[src/rtl/cordic_arb.sv]
// Round-robin scheduler sharing one fixed-latency CORDIC between NUM_REQ requesters.
// Define CORDIC_ARB_WDOG_EN to add the err_timeout watchdog output.
module cordic_arb #(
  parameter int NUM_REQ   = 4,
  parameter int DEPTH     = 8,
`ifdef CORDIC_ARB_WDOG_EN
  parameter int WDOG_CYC  = 64,
`endif
  parameter int ISSUE_GAP = 2
) (
  input  logic                       clk,
  input  logic                       rst_n,
  input  logic [NUM_REQ-1:0]         req_vld,
  input  logic [NUM_REQ*32-1:0]      req_theta,
  output logic [NUM_REQ-1:0]         req_rdy,
  output logic [31:0]                cdc_theta,
  output logic                       cdc_vld,
  output logic                       cdc_rdy,
  input  logic                       cdc_res_vld,
  input  logic [31:0]                cdc_sin,
  input  logic [31:0]                cdc_cos,
  output logic                       rsp_vld,
  input  logic                       rsp_rdy,
  output logic [$clog2(NUM_REQ)-1:0] rsp_id,
  output logic [31:0]                rsp_sin,
  output logic [31:0]                rsp_cos,
`ifdef CORDIC_ARB_WDOG_EN
  output logic                       err_timeout,
`endif
  output logic                       err_orphan
);
  localparam int ID_W = $clog2(NUM_REQ);
  localparam int AW   = $clog2(DEPTH);
  localparam int CW   = $clog2(DEPTH+1);
  localparam int GW   = $clog2(ISSUE_GAP);

  typedef struct packed {
    logic [ID_W-1:0] id;
    logic [31:0]     sin;
    logic [31:0]     cos;
  } rsp_t;

  logic [ID_W-1:0]            rr_q, rr_d;
  logic [GW-1:0]              gap_q, gap_d;
  logic                       cdc_vld_q, cdc_vld_d, cdc_rdy_q, cdc_rdy_d;
  logic [31:0]                cdc_theta_q, cdc_theta_d;
  logic [DEPTH-1:0][ID_W-1:0] tag_mem_q, tag_mem_d;
  logic [AW-1:0]              tag_wr_q, tag_wr_d, tag_rd_q, tag_rd_d;
  logic [AW-1:0]              rsp_wr_q, rsp_wr_d, rsp_rd_q, rsp_rd_d;
  logic [CW-1:0]              tag_cnt_q, tag_cnt_d, rsp_cnt_q, rsp_cnt_d, outst;
  rsp_t [DEPTH-1:0]           rsp_mem_q, rsp_mem_d;
  logic                       err_orphan_q, err_orphan_d;
  logic                       gnt_found, can_issue, accept, capture, cap_ok, pop, issue_blk;
  logic [ID_W-1:0]            gnt_idx;
  logic [ID_W:0]              cand;

  // First valid requester at or after the RR pointer, modulo NUM_REQ.
  always_comb begin
    gnt_found = 1'b0;
    gnt_idx   = '0;
    cand      = '0;
    for (int k = 0; k < NUM_REQ; k++) begin
      cand = {1'b0, rr_q} + (ID_W+1)'(k);
      if (cand >= (ID_W+1)'(NUM_REQ)) cand = cand - (ID_W+1)'(NUM_REQ);
      if (!gnt_found && req_vld[cand[ID_W-1:0]]) begin
        gnt_found = 1'b1;
        gnt_idx   = cand[ID_W-1:0];
      end
    end
  end

  // Outstanding counts both FIFOs, so a result always has a response slot reserved.
  assign outst     = tag_cnt_q + rsp_cnt_q;
  assign can_issue = cdc_rdy_q & (outst < CW'(DEPTH)) & (gap_q == '0) & ~issue_blk;
  assign accept    = can_issue & gnt_found;
  assign capture   = cdc_res_vld & cdc_rdy_q;
  assign cap_ok    = capture & (tag_cnt_q != '0);
  assign pop       = rsp_vld & rsp_rdy;

  always_comb begin
    req_rdy = '0;
    if (accept) req_rdy[gnt_idx] = 1'b1;
  end

  always_comb begin
    rr_d         = rr_q;
    gap_d        = (gap_q != '0) ? gap_q - 1'b1 : gap_q;
    cdc_vld_d    = accept;
    cdc_rdy_d    = 1'b1;
    cdc_theta_d  = cdc_theta_q;
    tag_mem_d    = tag_mem_q;
    tag_wr_d     = tag_wr_q;
    tag_rd_d     = tag_rd_q;
    tag_cnt_d    = tag_cnt_q;
    rsp_mem_d    = rsp_mem_q;
    rsp_wr_d     = rsp_wr_q;
    rsp_rd_d     = rsp_rd_q;
    rsp_cnt_d    = rsp_cnt_q;
    err_orphan_d = err_orphan_q | (capture & (tag_cnt_q == '0));
    if (accept) begin
      rr_d                = (gnt_idx == ID_W'(NUM_REQ-1)) ? '0 : gnt_idx + 1'b1;
      gap_d               = GW'(ISSUE_GAP-1);
      cdc_theta_d         = req_theta[{gnt_idx, 5'b0} +: 32];
      tag_mem_d[tag_wr_q] = gnt_idx;
      tag_wr_d            = tag_wr_q + 1'b1;
    end
    if (cap_ok) begin
      tag_rd_d            = tag_rd_q + 1'b1;
      rsp_mem_d[rsp_wr_q] = rsp_t'{id: tag_mem_q[tag_rd_q], sin: cdc_sin, cos: cdc_cos};
      rsp_wr_d            = rsp_wr_q + 1'b1;
    end
    if (pop) rsp_rd_d = rsp_rd_q + 1'b1;
    case ({accept, cap_ok})
      2'b10:   tag_cnt_d = tag_cnt_q + CW'(1);
      2'b01:   tag_cnt_d = tag_cnt_q - CW'(1);
      default: tag_cnt_d = tag_cnt_q;
    endcase
    case ({cap_ok, pop})
      2'b10:   rsp_cnt_d = rsp_cnt_q + CW'(1);
      2'b01:   rsp_cnt_d = rsp_cnt_q - CW'(1);
      default: rsp_cnt_d = rsp_cnt_q;
    endcase
  end

  always_ff @(posedge clk or negedge rst_n) begin
    if (!rst_n) begin
      rr_q         <= '0;
      gap_q        <= '0;
      cdc_vld_q    <= 1'b0;
      cdc_rdy_q    <= 1'b0;
      cdc_theta_q  <= '0;
      tag_mem_q    <= '0;
      tag_wr_q     <= '0;
      tag_rd_q     <= '0;
      tag_cnt_q    <= '0;
      rsp_mem_q    <= '0;
      rsp_wr_q     <= '0;
      rsp_rd_q     <= '0;
      rsp_cnt_q    <= '0;
      err_orphan_q <= 1'b0;
    end else begin
      rr_q         <= rr_d;
      gap_q        <= gap_d;
      cdc_vld_q    <= cdc_vld_d;
      cdc_rdy_q    <= cdc_rdy_d;
      cdc_theta_q  <= cdc_theta_d;
      tag_mem_q    <= tag_mem_d;
      tag_wr_q     <= tag_wr_d;
      tag_rd_q     <= tag_rd_d;
      tag_cnt_q    <= tag_cnt_d;
      rsp_mem_q    <= rsp_mem_d;
      rsp_wr_q     <= rsp_wr_d;
      rsp_rd_q     <= rsp_rd_d;
      rsp_cnt_q    <= rsp_cnt_d;
      err_orphan_q <= err_orphan_d;
    end
  end

`ifdef CORDIC_ARB_WDOG_EN
  localparam int WW = $clog2(WDOG_CYC+1);
  logic [WW-1:0] wdog_q, wdog_d;
  logic          err_timeout_q, err_timeout_d;

  always_comb begin
    wdog_d = wdog_q;
    if (cap_ok || tag_cnt_q == '0) wdog_d = '0;
    else if (wdog_q != WW'(WDOG_CYC)) wdog_d = wdog_q + 1'b1;
    err_timeout_d = err_timeout_q | (wdog_d == WW'(WDOG_CYC));
  end

  always_ff @(posedge clk or negedge rst_n) begin
    if (!rst_n) begin
      wdog_q        <= '0;
      err_timeout_q <= 1'b0;
    end else begin
      wdog_q        <= wdog_d;
      err_timeout_q <= err_timeout_d;
    end
  end

  assign issue_blk   = err_timeout_q;
  assign err_timeout = err_timeout_q;
`else
  assign issue_blk = 1'b0;
`endif

  assign cdc_vld    = cdc_vld_q;
  assign cdc_rdy    = cdc_rdy_q;
  assign cdc_theta  = cdc_theta_q;
  assign rsp_vld    = (rsp_cnt_q != '0);
  assign {rsp_id, rsp_sin, rsp_cos} = rsp_mem_q[rsp_rd_q];
  assign err_orphan = err_orphan_q;
endmodule
[config.mk]
export PLATFORM = sky130hd
export DESIGN_NAME = cordic_arb
export DESIGN_NICKNAME = d
export VERILOG_FILES = /design/src/rtl/cordic_arb.sv
export SDC_FILE = /design/constraint.sdc
export NUM_CORES = 1
export LEC_CHECK = 0
export BUFFER_PORTS_ARGS = -buffer_cell sky130_fd_sc_hd__buf_2
export CORE_UTILIZATION = 47
export DETAILED_ROUTE_END_ITERATION = 6
export HOLD_SLACK_MARGIN = 0.15
export PLACE_DENSITY = 0.66
export REMOVE_ABC_BUFFERS = 1
export SLEW_MARGIN = 20
export SYNTH_ARGS = -nofsm -noshare
export SYNTH_HDL_FRONTEND = slang
export SYNTH_SLANG_ARGS = --single-unit
export TNS_END_PERCENT = 1
[constraint.sdc]
create_clock -name clk -period 3.6 [get_ports clk]
set_clock_uncertainty 0.1 [all_clocks]
set_input_delay 0.36 -clock clk [delete_from_list [all_inputs] [get_ports clk]]
set_output_delay 0.36 -clock clk [all_outputs]
set_load 0.02 [all_outputs]
=== After elaboration in Yosys (flattened, before gate mapping) ===
Index checks and enable logic that the tools add are counted.
Widths: inputs -> output; s select.

* Add/sub/neg operators: 18
* $lt $le $gt $ge: 17
* Eq/ne operators: 5
* Shift operators: 1
* Muxes and demuxes: 38
* Bitwise logic cells: 9
* Reduce and logical (&&, ||, !) cells: 14

{| class="wikitable"
|+ Operator list
! kind !! count
|-
| $bwmux 528 || 1
|-
| $bmux 66 s3 || 1
|-
| $demux 66 s3 || 1
|-
| $mux 66 || 2
|-
| $shiftx 128x8->32 || 1
|-
| $mux 2 || 11
|-
| $bwmux 16 || 1
|-
| $lt 3x4->1 const B || 4
|-
| $pmux 4 s2 || 2
|-
| $lt 2x3->1 const B || 5
|-
| $add 3x1->3 const B || 4
|-
| $mux 1 || 11
|-
| $ge 3x3->1 const B || 3
|-
| $add 4x1->4 const B || 2
|-
| $bmux 1 s2 || 4
|-
| $reduce_bool 4->1 || 2
|-
| $sub 2x1->2 const B || 4
|-
| $sub 4x1->4 const B || 2
|-
| $and 1x1->1 || 7
|-
| $add 2x2->3 const B || 2
|-
| $bmux 2 s3 || 1
|-
| $demux 2 s3 || 1
|-
| $eq 2x2->1 const B || 3
|-
| $ge 3x1->1 const B || 2
|-
| other kinds (16) || 25
|}

* Bits in registers: 602

=== Logic depth before layout (Yosys ltp) ===
Gate-level depths: netlist (run 1).

* Depth in word-level cells: 19
* Gate-level depth with buffers: 12

=== Worst setup path after synthesis (run 1) ===
No wires, ideal clock.

* Kind: reg-to-reg
* From: register tag_cnt_q[1]
* To: register tag_cnt_q[2]
* Library setup time: 0.125 ns
* Data arrival time: 2.478 ns
* Slack: 0.897 ns
* Stages on the path, launching flop included: 13
* Clock period less this slack: 2.703 ns
* Cells stage by stage: dfrtp_1 -> ha_1 -> nand4_1 -> a21o_1 -> nand3_1 -> clkbuf_1 -> ha_1 -> xor2_1 -> ha_1 -> a21oi_1 -> xor2_1 -> nor2_1 -> xor2_1

* Longest elaborated chain between the ends: 7

{| class="wikitable"
|+ RTL lines
! element !! RTL line !! text
|-
| from (decl) || 50 || <nowiki>logic [CW-1:0] tag_cnt_q, tag_cnt_d, rsp_cnt_q, rsp_cnt_d, outst;</nowiki>
|-
| from (signal assigned) || 150 || <nowiki>tag_cnt_q <= tag_cnt_d;</nowiki>
|-
| $add 4x4->4 || 73 || <nowiki>assign outst = tag_cnt_q + rsp_cnt_q;</nowiki>
|-
| $lt 4x4->1 || 74 || <nowiki>assign can_issue = cdc_rdy_q & (outst < CW'(DEPTH)) & (gap_q == '0) & ~issue_blk;</nowiki>
|-
| $and 1x1->1 (2 in a row) || 74 ||
|-
| $and 1x1->1 || 75 || <nowiki>assign accept = can_issue & gnt_found;</nowiki>
|-
| $eq 2x1->1 / $eq 2x2->1 (equally long branches) || 113 || <nowiki>case ({accept, cap_ok})</nowiki>
|-
| $pmux 4 s2 / $reduce_bool 2->1 (equally long branches) || - ||
|}

Parallel ways exist; a longest one is shown, timed or not.
A chain may end at the register's enable or synchronous reset.

=== Worst setup path after layout (run 1) ===
* From: register rr_q[0]
* To: register cdc_theta_q[16] (netlist: cdc_theta[16])

* Longest elaborated chain between the ends: 15

{| class="wikitable"
|+ RTL lines
! element !! RTL line !! text
|-
| from (decl) || 43 || <nowiki>logic [ID_W-1:0] rr_q, rr_d;</nowiki>
|-
| from (signal assigned) || 142 || <nowiki>rr_q <= rr_d;</nowiki>
|-
| parallel branches: the longest is 15 deep, another holds $add 2x1->3 || - ||
|-
| to (signal assigned) || 146 || <nowiki>cdc_theta_q <= cdc_theta_d;</nowiki>
|-
| to (decl) || 46 || <nowiki>logic [31:0] cdc_theta_q, cdc_theta_d;</nowiki>
|}

Several ways; the timed one is not identified. The select of a mux whose other input is x is not followed.

==> impl_metrics.toml, run 1 <==
[layout]
design_area_um2 = 34000
syn_to_final_growth_pct = 23.0
final_cell_mix = "598 x dfrtp_1, 581 x mux2_2, 304 x buf_2"
final_common_cell = "dfrtp_1"
final_nets = 2413
drive_above_1_share = 0.526
seq_area_um2 = 15100
multiInputGateArea_um2 = 12000
fillers = 4516

[clock_network]
clock_path_buffers = 3
clk_pin_slew_ns = 0.06
cts_tree = "built"
cts_resized = 0
htree_levels = 2
cts_buffers = 61
clockRootBuffer = "clkbuf_16"
cts_setup_buffers = 0
clock_latency_ns = 0.61
cts.sinks = 601

[synthesis]
syn_avg_cell_area_um2 = 15.9
yosys.area_share.simple = 0.0222
synth-seq-cells = 601
muxShareOfSynthArea = 0.379
ys_warn_count = 0
synth_compound_area_frac = 0.0168
syn_inst = 1742
yosys_most_used_dff = "dfrtp_1"
postSynth.asyncResetShare = 1.00
synth_top_family_by_area = "multiplexers"
synth_enable_flop_cells = 0
synth_cell_types = 48
synthXorXnorAreaFrac = 0.00571
yosys.area_share.adder = 0.00797
yosysSeqAreaShare = 0.545
syn_area_um2 = 27600

[placed_design]
port_buffers = 305
gp_congestion = 0.933
dp.final_hpwl_um = 37700
dp_slack_ns = 0.734
placed_area_um2 = 30100

[power]
power_frac_seq = 0.372
clock_power_share = 0.209
internal_power_mw = 21.8
ir_worst_vdd_v = 0.000734
p_total_mw = 32.5
switching_power_mw = 10.7
combPwrFrac = 0.419
powerDensity_nw_per_um2 = 957
p_leak_nw = 15.4
switching_share = 0.328

[worst_setup_path]
path_class = "flip-flop to flip-flop"
cp-start-kind = "flip-flop"
worstPathRequired_ns = 4.00
crit_fanout = 57
cpLargestDelayFamily = "buffers and inverters"
slowest_delay_ns = 0.59
cp_slowest_cell = "dlygate4sd3_1"
crit_path_frequent_cell = "dlygate4sd3_1"
crit_path_end_kind = "flip-flop"
path_cells = "nor2b_1 -> nor3b_1 -> o22a_4 -> buf_12 -> mux2i_1 -> dlygate4sd3_1 -> o221ai_1 -> dlygate4sd3_1"
crit_buf_inv = 3
cp_data_arrival_time_ns = 3.75

[floorplan]
rows = 88
core-area_um2 = 57900
io_pins = 306
dieHeight_um = 244
die_w_um = 244
start_util = 0.477
die_area_um2 = 59700

[drt]
wl_per_cell_um = 21.7
drc = 0
wl_um = 65400
initialDrtViolationCount = 845
firstDrtPassIters = 4
via_count = 16800
vias_per_cell = 5.59
ant_nets = 0

[global_route]
grt_pass1_wl_um = 105000
grt_use_met3 = 0.0342
grt_max_degree = 106
globalRouteOverflowTotal = 0
antenna_found_initial = 3
grt_use_met2 = 0.379
grt_pass1_vias = 18600
grt_util_all_layers = 0.225
met1_usage = 0.295
top_usage_layer = "met2"

[sta]
final-hold-violation-count = 0
slew_viol_final = 0
post-route-period-util = 0.931
tightest_slew_ns = 0.918
rsz0062_at_grt = "no"
hold_slack_ns = 0.295
worst_slack_ns = 0.249
fin_crit_ns = 3.35
fmax_mhz = 298
setup_viol = 0
max_slew_margin = 0.388

[run]
cap_violations = 0

[run_status]
status = "completed"

[worst_hold_path]
hp-class = "primary input to flip-flop"
-- area by class of cell --
cell class,instances,area share
clock buffer,92,0.0540
timing repair buffer,512,0.111
sequential,601,0.443
clock inverter,22,0.0105
inverter,10,0.00118
tap,765,0.0282
multi-input combinational,1010,0.352
antenna,1,0.0000737
-- final timing paths --
path	startpoint	end	slack (ns)	cells past startpoint
worst max-delay path	rr_q[0]	cdc_theta[16]	0.25	8
worst min-delay path	req_vld[3]	rr_q[0]	0.29	3
worst max register to register	rr_q[0]	cdc_theta[16]	0.25	8
worst min register to register	err_orphan	err_orphan	0.37	1
max in group asynchronous	rst_n	rsp_mem_q[495]	2.01	3
min in group asynchronous	rst_n	rsp_mem_q[304]	0.31	2
-- flip-flops by register name (all words and copies together) (netlist names) --
signal / cells
tag_mem_q: 16
cdc_theta: 32
err_orphan: 1
rsp_wr_q: 3
tag_wr_q: 3
rsp_mem_q: 528
rr_q: 2
cdc_rdy: 1
rsp_cnt_q: 4
tag_rd_q: 3
tag_cnt_q: 4
cdc_vld: 1
rsp_rd_q: 3
-- repair_timing --
action | 4_1_cts | 5_1_grt
hold buffers | 163 | 0
endpoints found under the setup margin | 0 | 0
hold endpoints to repair | 638 | 0
-- logic make-up after synthesis --
| kind of cell | count (synthesis) |
|---|---|
| mux | 800 |
| flops | 601 |
| buf+inv | 131 |
| simple gates | 111 |
| compound gates | 63 |
| xor+xnor | 18 |
| fa+ha+maj | 17 |
| other cells | 1 |
-- Yosys cell counts, drive strengths merged (3+ instances only) --
cell	instances	area, um^2
nor4	3	33.8
inv	10	40.0
dfrtp	601	15000
nor2b	4	25.0
a21oi	11	55.1
o21ai	10	50.1
nand4	3	33.8
mux4	136	3060
nand3	6	35.0
clkbuf	43	161
nand2	61	229
nand4b	5	56.3
mux2i	67	671
ha	16	200
buf	78	462
o221ai	32	280
xnor2	12	105
and2	5	31.3
nor2	13	48.8
xor2	6	52.6
mux2	597	6720
-- power by group through the flow --
stage / clock [mW] / sequential [mW] / combinational (mW)
2_1_floorplan: 0 / 12.0 / 9.16
3_3_place_gp: 0 / 12.0 / 12.8
3_5_place_dp: 0 / 12.2 / 13.1
4_1_cts: 6.98 / 12.1 / 13.7
5_1_grt: 7.24 / 12.5 / 14.6
6_report: 6.78 / 12.1 / 13.6
-- metrics by stage --
stage | util | TNS [ns] | cells
after floorplan | - | -296.46 | 1621
after global placement | 0.520 | 0 | 2735
after detailed placement | 0.520 | 0 | 2735
after CTS | 0.586 | 0 | 3012
after global routing | 0.586 | 0 | 3012
final | 0.586 | 0 | 3013
-- tightest hold or removal path, delay by kind of cell --
family / cells / cell delay, ns
buffers and inverters: 1 / 0.12
AOI/OAI and AO/OA: 2 / 0.47
-- routing by layer --
layer | routed length (um) | share of wire
met1 | 28200 | 0.43
met2 | 32400 | 0.49
met3 | 2550 | 0.039
met4 | 2310 | 0.035
met5 | 13 | 0.00020
Note: power is estimated with default switching activity, not from simulation.
==> inputs of run 2 (changes only) <==
BUFFER_PORTS_ARGS = not set   (was -buffer_cell sky130_fd_sc_hd__buf_2)
DONT_BUFFER_PORTS = 1   (was not set)
PLACE_DENSITY = not set   (was 0.66)
==> impl_metrics.toml, run 2 (same netlist as run 1, synthesis figures left out) <==
[layout]
postLayoutCoreUtil = 0.558
stdcell_count = 2708
multiInputGateArea_um2 = 12000
final_common_cell = "dfrtp_1"
fillers = 4667
top_register = "rsp_mem_q"
largest_register_ffs = 528
final_nets = 2108
drive_above_1_share = 0.445
final_cell_mix = "598 x dfrtp_1, 581 x mux2_2, 164 x dlygate4sd3_1"
syn_to_final_growth_pct = 17.1
seq_area_um2 = 15100
design_area_um2 = 32300

[global_route]
globalRouteOverflowTotal = 0
grt_pass1_wl_um = 101000
grt_pass1_vias = 17300
grt_util_all_layers = 0.219
grt_max_degree = 602
antenna_found_initial = 3

[power]
combPwrFrac = 0.390
switching_power_mw = 10.3
p_leak_nw = 14.1
ir_worst_vdd_v = 0.000442
p_total_mw = 31.4
switching_share = 0.328
power_frac_seq = 0.392
clock_power_share = 0.218
powerDensity_nw_per_um2 = 971
internal_power_mw = 21.1

[drt]
drc = 0
met1_length_um = 28300
initialDrtViolationCount = 839
wl_met2_um = 31100
wl_um = 63600
ant_nets = 0
vias_per_cell = 5.75
met3_length_um = 2630
wl_per_cell_um = 23.5
maxUsedRoutingLayer = "met4"
via_count = 15600
firstDrtPassIters = 4

[worst_setup_path]
path_cells = "nor2b_1 -> nor3b_1 -> o22a_4 -> buf_12 -> mux2i_1 -> dlygate4sd3_1 -> o221ai_1 -> dlygate4sd3_1"
crit_path_frequent_cell = "dlygate4sd3_1"
crit_path_end_kind = "flip-flop"
cp_data_arrival_time_ns = 3.69
critPathLaunch = "rr_q[0]"
slowest_delay_ns = 0.59
cp-start-kind = "flip-flop"
cp_slowest_cell = "dlygate4sd3_1"
r2r_start = "rr_q[0]"
worstPathRequired_ns = 3.97
path_class = "flip-flop to flip-flop"
crit_fanout = 54

[run]
cap_violations = 0

[run_status]
status = "finished, violations left"
violations = "hold timing, slew limit"

[sta]
max_slew_margin = -0.258
slew_viol_final = 198
final-hold-violation-count = 601
fin_crit_ns = 3.32
hold_slack_ns = -0.621
setup_viol = 0
tightest_slew_ns = 1.89
rsz0062_at_grt = "no"
post-route-period-util = 0.923
worst_slack_ns = 0.279
setup_tns_ns = 0
fmax_mhz = 301

[placed_design]
placed_area_um2 = 28500
dp_slack_ns = 0.808
place_inst = 2422
dp.final_hpwl_um = 35800
port_buffers = 0
gp_congestion = 0.866

[floorplan]
start_util = 0.477
core-area_um2 = 57900
die_area_um2 = 59700
die_w_um = 244
dieHeight_um = 244
io_pins = 306
rows = 88

[clock_network]
cts_resized = 0
cts-hold-fix-buffers = 164
cts_setup_buffers = 0
htree_levels = 3
cts_tree = "built"
clk_pin_slew_ns = 0.06
cts_buffers = 68
clock_latency_ns = 0.59
clock_path_buffers = 3
cts.sinks = 601
clockRootBuffer = "clkbuf_16"

[worst_hold_path]
hp-class = "primary input to async pin"
## run 2: cell count changes in the layout (fill, tap and decap cells not counted), sizes merged
cell,previous run,this run
bufinv,9,3
clkinv,9,5
inv,10,12
buf,349,36
dlygate4sd3,163,164
diode,1,3
clkbuf,92,108
clkinvlp,4,1
## run 2: routing by layer
layer	up-vias	GRT usage
li1	6833	-
met1	8306	0.293
met2	337	0.364
met3	106	0.0396
met4	0	0.0708
met5	-	0
## run 2: path summary, 6_finish.rpt
kind	to	slack (ns)	cells past startpoint
min in group clk	tag_rd_q[1]	0.23	5
hold / removal	rsp_mem_q[313]	-0.62	0
setup / recovery	cdc_theta[9]	0.28	8
setup reg to reg	cdc_theta[9]	0.28	8
hold reg to reg	rsp_mem_q[88]	0.38	1
max in group asynchronous	rsp_mem_q[183]	2.52	0
## run 2: final cells by class
type / instances / area share
Antenna cell: 3 / 0.000232
Clock buffer: 108 / 0.0636
Clock inverter: 11 / 0.00433
Inverter: 10 / 0.00124
Multi-Input combinational cell: 1010 / 0.370
Sequential cell: 601 / 0.465
Tap cell: 765 / 0.0296
Timing Repair Buffer: 200 / 0.0657
## run 2: power by group through the flow
| stage | clock network, mW | logic, mW | registers [mW] |
|---|---|---|---|
| after CTS | 7.03 | 12.4 | 12.3 |
| after detailed placement | 0 | 11.7 | 12.4 |
| after global placement | 0 | 11.4 | 12.2 |
| after global routing | 7.32 | 13.2 | 12.7 |
| after floorplan | 0 | 9.16 | 12.0 |
| final | 6.83 | 12.3 | 12.3 |
## run 2: worst max-delay path, delay by kind of cell (launching register included)
family                 cells  cell delay [ns]
muxes                      1             0.25
buffers and inverters      3             1.52
and+or+nand+nor            2             0.34
AOI/OAI and AO/OA          2             0.51
DFF                        1             0.39
